$ cat config.mk
export PLATFORM = sky130hd
export DESIGN_NAME = alu_req_scheduler
export DESIGN_NICKNAME = d
export VERILOG_FILES = /design/src/rtl/alu_req_scheduler.sv
export SDC_FILE = /design/constraint.sdc
export NUM_CORES = 1
export LEC_CHECK = 0
export CORE_MARGIN = 5
export CORE_UTILIZATION = 40
export DETAILED_ROUTE_END_ITERATION = 10
export PLACE_DENSITY = 0.84
export SYNTH_ARGS = -nofsm -noshare
export SYNTH_HDL_FRONTEND = slang
export SYNTH_SLANG_ARGS = --single-unit
$ cat constraint.sdc
create_clock -name clk -period 1.9 [get_ports clk]
set_clock_uncertainty 0.05 [all_clocks]
set_input_delay 0.19 -clock clk [delete_from_list [all_inputs] [get_ports clk]]
set_output_delay 0.19 -clock clk [all_outputs]
set_load 0.01 [all_outputs]
$ cat src/rtl/alu_req_scheduler.sv
`default_nettype none
// ============================================================================
// Module      : alu_req_scheduler
// Description : Round-robin scheduler sharing one ALU datapath between N_REQ
//               requesters; sequences register enables and returns tagged
//               responses, guarding the result-feedback path per requester.
// Revision    : 1.0 - initial release
// ============================================================================
module alu_req_scheduler #(
   parameter int N_REQ     = 4,
   parameter int MAX_CHAIN = 4,
   localparam int ID_W     = (N_REQ > 1) ? $clog2(N_REQ) : 1
) (
   input  logic                 clk,
   input  logic                 rst,
   input  logic [N_REQ-1:0]     req_valid,
   input  logic [6*N_REQ-1:0]   req_cmd,
   output logic [N_REQ-1:0]     req_ready,
   output logic [5:0]           alu_cmd,
   output logic                 datain_reg_en,
   output logic                 aluin_reg_en,
   output logic                 aluout_reg_en,
   input  logic                 alu_error,
   output logic                 resp_valid,
   output logic [ID_W-1:0]      resp_id,
   output logic                 resp_error,
   output logic                 resp_stale,
   output logic                 busy
);

   localparam int CNT_W = $clog2(MAX_CHAIN + 1);

   typedef enum logic [2:0] {
      S_IDLE   = 3'd0,
      S_DATAIN = 3'd1,
      S_ALUIN  = 3'd2,
      S_RESULT = 3'd3,
      S_RESP   = 3'd4
   } state_t;

   state_t             r_state;
   logic [ID_W-1:0]    r_rr_ptr;
   logic [ID_W-1:0]    r_last_owner;
   logic [ID_W-1:0]    r_cur_id;
   logic [CNT_W-1:0]   r_chain_cnt;
   logic               r_result_valid;
   logic               r_stale;
   logic [5:0]         r_alu_cmd;

   logic [5:0]         w_cmd [N_REQ];
   logic [N_REQ-1:0]   w_fb;
   logic               w_rr_found;
   logic [ID_W-1:0]    w_rr_win;
   logic               w_chain;
   logic [ID_W-1:0]    w_win;
   logic               w_grant;
   logic               w_stale;
   logic [ID_W-1:0]    w_next_ptr;

   generate
      for (genvar gi = 0; gi < N_REQ; gi++) begin : g_req
         assign w_cmd[gi]     = req_cmd[6*gi +: 6];
         assign w_fb[gi]      = (w_cmd[gi][5:4] == 2'b11) || (w_cmd[gi][3:2] == 2'b11);
         assign req_ready[gi] = w_grant && (w_win == ID_W'(gi));
      end
   endgenerate

   always_comb begin : arb
      int idx;
      idx        = 0;
      w_rr_found = 1'b0;
      w_rr_win   = '0;
      for (int k = 0; k < N_REQ; k++) begin
         idx = int'(r_rr_ptr) + k;
         if (idx >= N_REQ) idx = idx - N_REQ;
         if (!w_rr_found && req_valid[ID_W'(idx)]) begin
            w_rr_found = 1'b1;
            w_rr_win   = ID_W'(idx);
         end
      end
      // The last producer may keep feeding on its own result for a bounded run
      w_chain = r_result_valid && req_valid[r_last_owner] && w_fb[r_last_owner]
                && (r_chain_cnt < CNT_W'(MAX_CHAIN));
      w_win      = w_chain ? r_last_owner : w_rr_win;
      w_grant    = (r_state == S_IDLE) && !rst && (w_chain || w_rr_found);
      w_stale    = w_fb[w_win] && !(r_result_valid && (r_last_owner == w_win));
      w_next_ptr = (w_win == ID_W'(N_REQ - 1)) ? '0 : w_win + ID_W'(1);
   end

   always_ff @(posedge clk) begin
      if (rst) begin
         r_state        <= S_IDLE;
         r_rr_ptr       <= '0;
         r_last_owner   <= '0;
         r_cur_id       <= '0;
         r_chain_cnt    <= '0;
         r_result_valid <= 1'b0;
         r_stale        <= 1'b0;
         r_alu_cmd      <= '0;
      end else begin
         case (r_state)
            S_IDLE: begin
               if (w_grant) begin
                  r_rr_ptr    <= w_next_ptr;
                  r_alu_cmd   <= w_cmd[w_win];
                  r_cur_id    <= w_win;
                  r_chain_cnt <= w_chain ? r_chain_cnt + CNT_W'(1) : '0;
                  r_stale     <= w_stale;
                  // A stale feedback request never touches the ALU registers
                  r_state     <= w_stale ? S_RESP : S_DATAIN;
               end
            end
            S_DATAIN: r_state <= S_ALUIN;
            S_ALUIN:  r_state <= S_RESULT;
            S_RESULT: begin
               r_last_owner   <= r_cur_id;
               r_result_valid <= 1'b1;
               r_state        <= S_RESP;
            end
            S_RESP:   r_state <= S_IDLE;
            default:  r_state <= S_IDLE;
         endcase
      end
   end

   assign alu_cmd       = r_alu_cmd;
   assign datain_reg_en = (r_state == S_DATAIN);
   assign aluin_reg_en  = (r_state == S_ALUIN);
   assign aluout_reg_en = (r_state == S_RESULT);
   assign resp_valid    = (r_state == S_RESP);
   assign resp_id       = resp_valid ? r_cur_id : '0;
   assign resp_stale    = resp_valid && r_stale;
   assign resp_error    = resp_valid && !r_stale && alu_error;
   assign busy          = (r_state != S_IDLE);

endmodule
`default_nettype wire

# Word level (Yosys, flattened, before mapping)
# Cells that the tools add are included.
dict set report totals {
  regBits 20
  latch_bits 0
  mem_bits_rw 0
  rom_bits 0
  out_inout_bits 19
  elab_cells 119
  mem_count 0
}
dict set report op_classes {
  n_addsub 9
  multipliers 0
  div_mod_pow 0
  magnitude_cmp 12
  eq_ne 17
  n_shift 0
  n_mux 40
  bitwise 1
  reduce_logical 32
}
# cell count
set op_table {}
lappend op_table {{$mux 2} 11}
lappend op_table {{$eq 2x2->1 const B} 10}
lappend op_table {{$logic_and 1x1->1} 17}
lappend op_table {{$lt 2x4->1 const B} 4}
lappend op_table {{$mux 1} 15}
lappend op_table {{$bmux 1 s2} 7}
lappend op_table {{$bmux 6 s2} 1}
lappend op_table {{$ge 3x3->1 const B} 4}
lappend op_table {{$mux 6} 2}
lappend op_table {{$pmux 3 s4} 1}
lappend op_table {{$mux 3} 3}
lappend op_table {{$sub 2x1->2 const B} 4}
lappend op_table {{$add 2x2->3 const B} 2}
lappend op_table {{$eq 3x2->1 const B} 2}
lappend op_table {{$logic_not 1->1} 6}
lappend op_table {{$lt 2x3->1 const B} 2}
lappend op_table {{$logic_or 1x1->1} 5}
lappend op_table {{$add 2x1->3 const B} 1}
lappend op_table {{$add 3x1->3 const B} 1}
lappend op_table {{$eq 3x1->1 const B} 1}
lappend op_table {{$eq 3x3->1 const B} 1}
lappend op_table {{$ge 2x3->1 const B} 1}
lappend op_table {{$logic_not 3->1} 1}
lappend op_table {{$lt 3x3->1 const B} 1}
lappend op_table {{other kinds (8)} 8}

# Logic depth before layout (Yosys ltp)
dict set report logic_depth {
  depth_word 23
  mapped_depth 9
  mapped_depth_nobuf 7
}

# Least setup slack after synthesis
# Ideal clock, no wire load.
dict set report synth_timing {
  path_type {register -> output}
  startpoint {register r_last_owner[0]}
  endpoint {output port req_ready[0]}
  t_arrival_ns 1.714
  setup_slack_ns -0.054
  stages_incl_launch_ff 8
  n_path_buf 1
  cell_sequence {dfxtp_1 -> buf_2 -> o32ai_2 -> a22oi_2 -> mux2_4 -> clkinv_1 -> ha_1 -> and3_1}
}
dict set report synth_via {
  elab_chain_len 8
  word_cells_on_any_way 12
  cone_classes {mux (5); reduce/logical (7)}
}
# element line
set synth_rtl {}
lappend synth_rtl {{from (decl)} 43} ;# logic [ID_W-1:0] r_last_owner;
lappend synth_rtl {{from (signal assigned)} 116} ;# r_last_owner <= r_cur_id;
lappend synth_rtl {{$bmux 1 s2} 82} ;# w_chain = r_result_valid && req_valid[r_last_owner] && w_fb[r_last_owner]
lappend synth_rtl {{$mux 1 (implied by the code)} 82}
lappend synth_rtl {{$logic_and 1x1->1 (2 in a row)} 82}
lappend synth_rtl {{$logic_and 1x1->1} 83} ;# && (r_chain_cnt < CNT_W'(MAX_CHAIN));
lappend synth_rtl {{$mux 2 or $logic_or 1x1->1 (tied branches)} {84, 85}}
lappend synth_rtl {{$logic_not 2->1 or $logic_and 1x1->1 (tied branches)} {64, 85}}
lappend synth_rtl {{$logic_and 1x1->1 *} 64} ;# assign req_ready[gi] = w_grant && (w_win == ID_W'(gi));
lappend synth_rtl {{to (decl)} 18} ;# output logic [N_REQ-1:0] req_ready,
# Mark *: on every way between the ends. The rest lies on a longest branch, timed or not. The select of a mux whose other input is x is not followed.

# Worst setup path in the final report
dict set report layout_timing {
  startpoint {register r_last_owner[0]}
  endpoint {output port req_ready[3]}
}
dict set report layout_via {
  elab_chain_len 8
  word_cells_on_any_way 12
  cone_classes {eq/ne (1); mux (5); reduce/logical (6)}
}
# element line
set layout_rtl {}
lappend layout_rtl {{$bmux 1 s2} 82}
lappend layout_rtl {{$mux 1 (implied by the code)} 82}
lappend layout_rtl {{$logic_and 1x1->1 (2 in a row)} 82}
lappend layout_rtl {{$logic_and 1x1->1} 83}
lappend layout_rtl {{$mux 2 or $logic_or 1x1->1 (tied branches)} {84, 85}}
lappend layout_rtl {{$eq 2x2->1 or $logic_and 1x1->1 (tied branches)} {64, 85}}
lappend layout_rtl {{$logic_and 1x1->1 *} 64}
# Marks and branches as above.

==> results.tsv <==
stage	metric	value	unit
final_layout	drive_gt1_frac	0.421	
pwr	p_int	1.83	mW
sta	finalHoldViolations	0	
critical_path	crit_required	1660	ps
die	die_h	69.5	um
synth	yosysSeqAreaShare	0.283	
critical_path	reg2regPathDepth	6	
place	post_dp_cell_area	2280	um^2
sta	maxSlewHeadroom	0.755	
die	io_pins	50	
place	place.gp.congestion	0.941	
die	die_area	4830	um^2
die	rows	21	
final_layout	areaGrowthSynthToFinish	83.3	%
critical_path	startpoint_type	register	
cts	clk_pin_slew_worst_paths	130	ps
critical_path	crit_type	register to primary output	
sta	setup_violations	10	
global_route	grt_use_total	0.216	
final_layout	fin_area	2600	um^2
synth	synthArstFlopShare	0	
synth	synthFlopType	dfxtp_1	
global_route	grt_pass1_wl	8600	um
final_layout	fin_nets	303	
final_layout	n_fill_cell	199	
sta	worst_slew_pin_slew	367	ps
critical_path	cp-end-kind	primary output	
synth	ys_types	49	
drt	drtAntennaViolNets	0	
synth	synth_top_area_frac	0.283	
sta	final_max_slew_viol_count	0	
cts	htree_num_levels	1	
cts	ctsRootBufferMaster	clkbuf_4	
critical_path	r2r_end	alu_cmd[5]$_SDFFE_PP0P_	
sta	setup_ws	-374	ps
synth	syn_area	1420	um^2
pwr	power_density	1190	nW/um^2
pwr	vdd.ir_drop.worst	0.000738	V
place	dp_hpwl	3800	um
sta	period_minus_slack	2270	ps
drt	vias	1819	
drt	viasPerCell	5.83	
critical_path	cp_cell_sequence	o32ai_4, a22oi_2, mux2_4, ha_2, and3_4, buf_2	
sta	fmax	440	MHz
synth	ys_ff_latch	20	
flow_run	max_cap_violations	0	
synth	syn_nets	207	
sta	finalCritPeriodShare	1.20	
synth	synth_top_cells_by_area	dfxtp_1, nand3_1, ha_1	
cts	cts_buffers	3	
global_route	first_global_vias	1784	
critical_path	max_stage_delay	410	ps
cts	cts_tree	built	
critical_path	setup.worst_path.end	req_ready[3]	
hold_path	worstHoldPathType	primary input to register	
drt	drt_first_iter_violations	174	
global_route	antenna_found_initial	0	
cts	cts_sinks	20	
pwr	p_seq_frac	0.230	
synth	synth_edf_count	0	
cts	clock_path_buffers	2	
cts	clock_latency	320	ps
status	violations	negative setup slack	
critical_path	r2r_start	r_last_owner[0]$_SDFFE_PP0P_	
synth	synth_area_leader_cell	dfxtp_1	
place	io_buffers	49	
critical_path	critical-path-slowest-cell	dfxtp_4	
die	initial_utilization	0.418	
synth	synth_warnings	0	
critical_path	worstPathMaxFanout	5	
synth	avgSynthCellArea	8.28	um^2
drt	wl_per_cell	18.4	um
drt	drc_errors	0	
die	die_w	69.5	um
critical_path	arrival	2030	ps
die	core	3390	um^2
place	dp.cells	301	
drt	dr.pass1.iters	6	
pwr	swShare	0.405	
final_layout	diodes	0	
synth	synthCells	171	
pwr	p_leak	1.14	nW
sta	rsz0062_at_grt	true	
critical_path	critPathLaunch	r_last_owner[0]$_SDFFE_PP0P_	
drt	wl	5740	um
pwr	total_switching_power	1.25	mW
final_layout	stdcell_count	312	
pwr	p_total	3.09	mW
global_route	grt_max_degree	16	
critical_path	reg2reg_setup_slack	-60	ps
hold_path	holdPathStages	3	
status	status	finished, violations left	
pwr	pwr-share-comb	0.652	
global_route	grt.overflow.total	0	
pwr	clkPwrFrac	0.118	
[cell usage in the layout, fill, tap and decap left out, types with 3 or more instances in the layout]
cell / n
a22oi_1: 3
a41oi_2: 3
a22oi_2: 4
dlymetal6s2s_1: 5
nor2_1: 8
clkdlybuf4s50_1: 17
inv_2: 3
dfxtp_2: 5
and2_1: 3
dlygate4sd2_1: 23
clkbuf_4: 3
ha_4: 3
nor3_1: 5
mux2i_1: 3
buf_6: 5
o21ai_0: 9
nand2_1: 7
dfxtp_1: 13
and3_4: 3
a2bb2oi_2: 5
a41oi_1: 3
nand4_1: 4
buf_4: 47
nand3_1: 16
a21oi_1: 9
[cell usage after synthesis, drive strengths merged (4+ instances only)]
master and number:
o21ai 11, a2bb2oi 7, nor3b 5, nand2 9, nand4 4, and2 4, ha 5, buf 5
nor2 9, nor3 7, a22oi 7, a21oi 11, dfxtp 20, and3 5, a41oi 6, inv 5
nand3 16
[power groups by stage]
stage               clock (mW)  sequential [mW]  combinational (mW)
CTS                      0.355            0.680                1.77
global placement             0            0.678                1.65
global route             0.374            0.727                2.12
floorplan                    0            0.672               0.902
detailed placement           0            0.686                1.68
finish                   0.365            0.709                2.01
[repair_timing]
action                     CTS  global route
pin swaps                   10             8
gates resized for setup     62            39
hold buffers                 0             0
setup endpoints to repair   17            18
setup buffers                4             3
[worst max-delay path: cells and delay by family (launching register included)]
kind / cells / cell delay, ps
AO/OA/AOI/OAI: 2 / 450
flip-flops: 1 / 410
AND/OR/NAND/NOR: 1 / 140
multiplexers: 1 / 370
adder cells (fa/ha/maj): 1 / 200
buffers and inverters: 1 / 130
[layer usage]
layer	vias up	global-route usage	routed length (um)	share of wire
li1	842	-	-	-
met1	887	0.278	2390	0.42
met2	74	0.353	2870	0.50
met3	16	0.0377	351	0.061
met4	0	0.0889	129	0.022
met5	-	0	0	0
[flip-flops by register name (all words and copies together) (netlist names)]
register	cells
r_rr_ptr	2
alu_cmd	6
r_result_valid	1
r_chain_cnt	3
r_state	3
r_stale	1
r_cur_id	2
r_last_owner	2
[stage by stage]
step | hold WS [ps] | setup slack (ps) | setup TNS [ps] | util
4_1_cts | 297 | -365 | -1650 | 0.714
2_1_floorplan | 328 | 0.659 | 0 | -
6_report | 287 | -374 | -1740 | 0.766
3_5_place_dp | 454 | -879 | -8670 | 0.673
3_3_place_gp | 430 | -836 | -8290 | 0.673
5_1_grt | 315 | -399 | -2120 | 0.766
[cell type report]
type / count / area (um^2) / share of cell area
repair buffers: 99 / 853 / 0.329
well taps: 46 / 57.6 / 0.0222
flip-flops and latches: 20 / 414 / 0.160
clock buffers: 3 / 22.5 / 0.00867
clock inverters: 1 / 30.0 / 0.0116
inverters: 7 / 33.8 / 0.0130
multi-input cells: 136 / 1180 / 0.456
[cells by family (layout without fill, tap and decap cells)]
group,Yosys count,count (layout),synth area share
AOI/OAI and AO/OA,55,55,0.313
xor gates and xnor gates,1,1,0.00618
adders and majority gates,5,5,0.0442
buffers and inverters,15,110,0.0504
DFF,20,20,0.283
muxes,4,4,0.0318
and+or+nand+nor,71,71,0.272
[worst min path at each step]
stage               slack (ps)                    start                      end
floorplan                  330              req_cmd[12]  alu_cmd[0]$_SDFFE_PP0P_
global placement           430     r_stale$_SDFFE_PP0P_     r_stale$_SDFFE_PP0P_
detailed placement         450  alu_cmd[2]$_SDFFE_PP0P_  alu_cmd[2]$_SDFFE_PP0P_
CTS                        300              req_cmd[14]  alu_cmd[2]$_SDFFE_PP0P_
global route               320              req_cmd[21]  alu_cmd[3]$_SDFFE_PP0P_
finish                     290              req_cmd[14]  alu_cmd[2]$_SDFFE_PP0P_
Note: power is estimated with default switching activity, not from simulation.
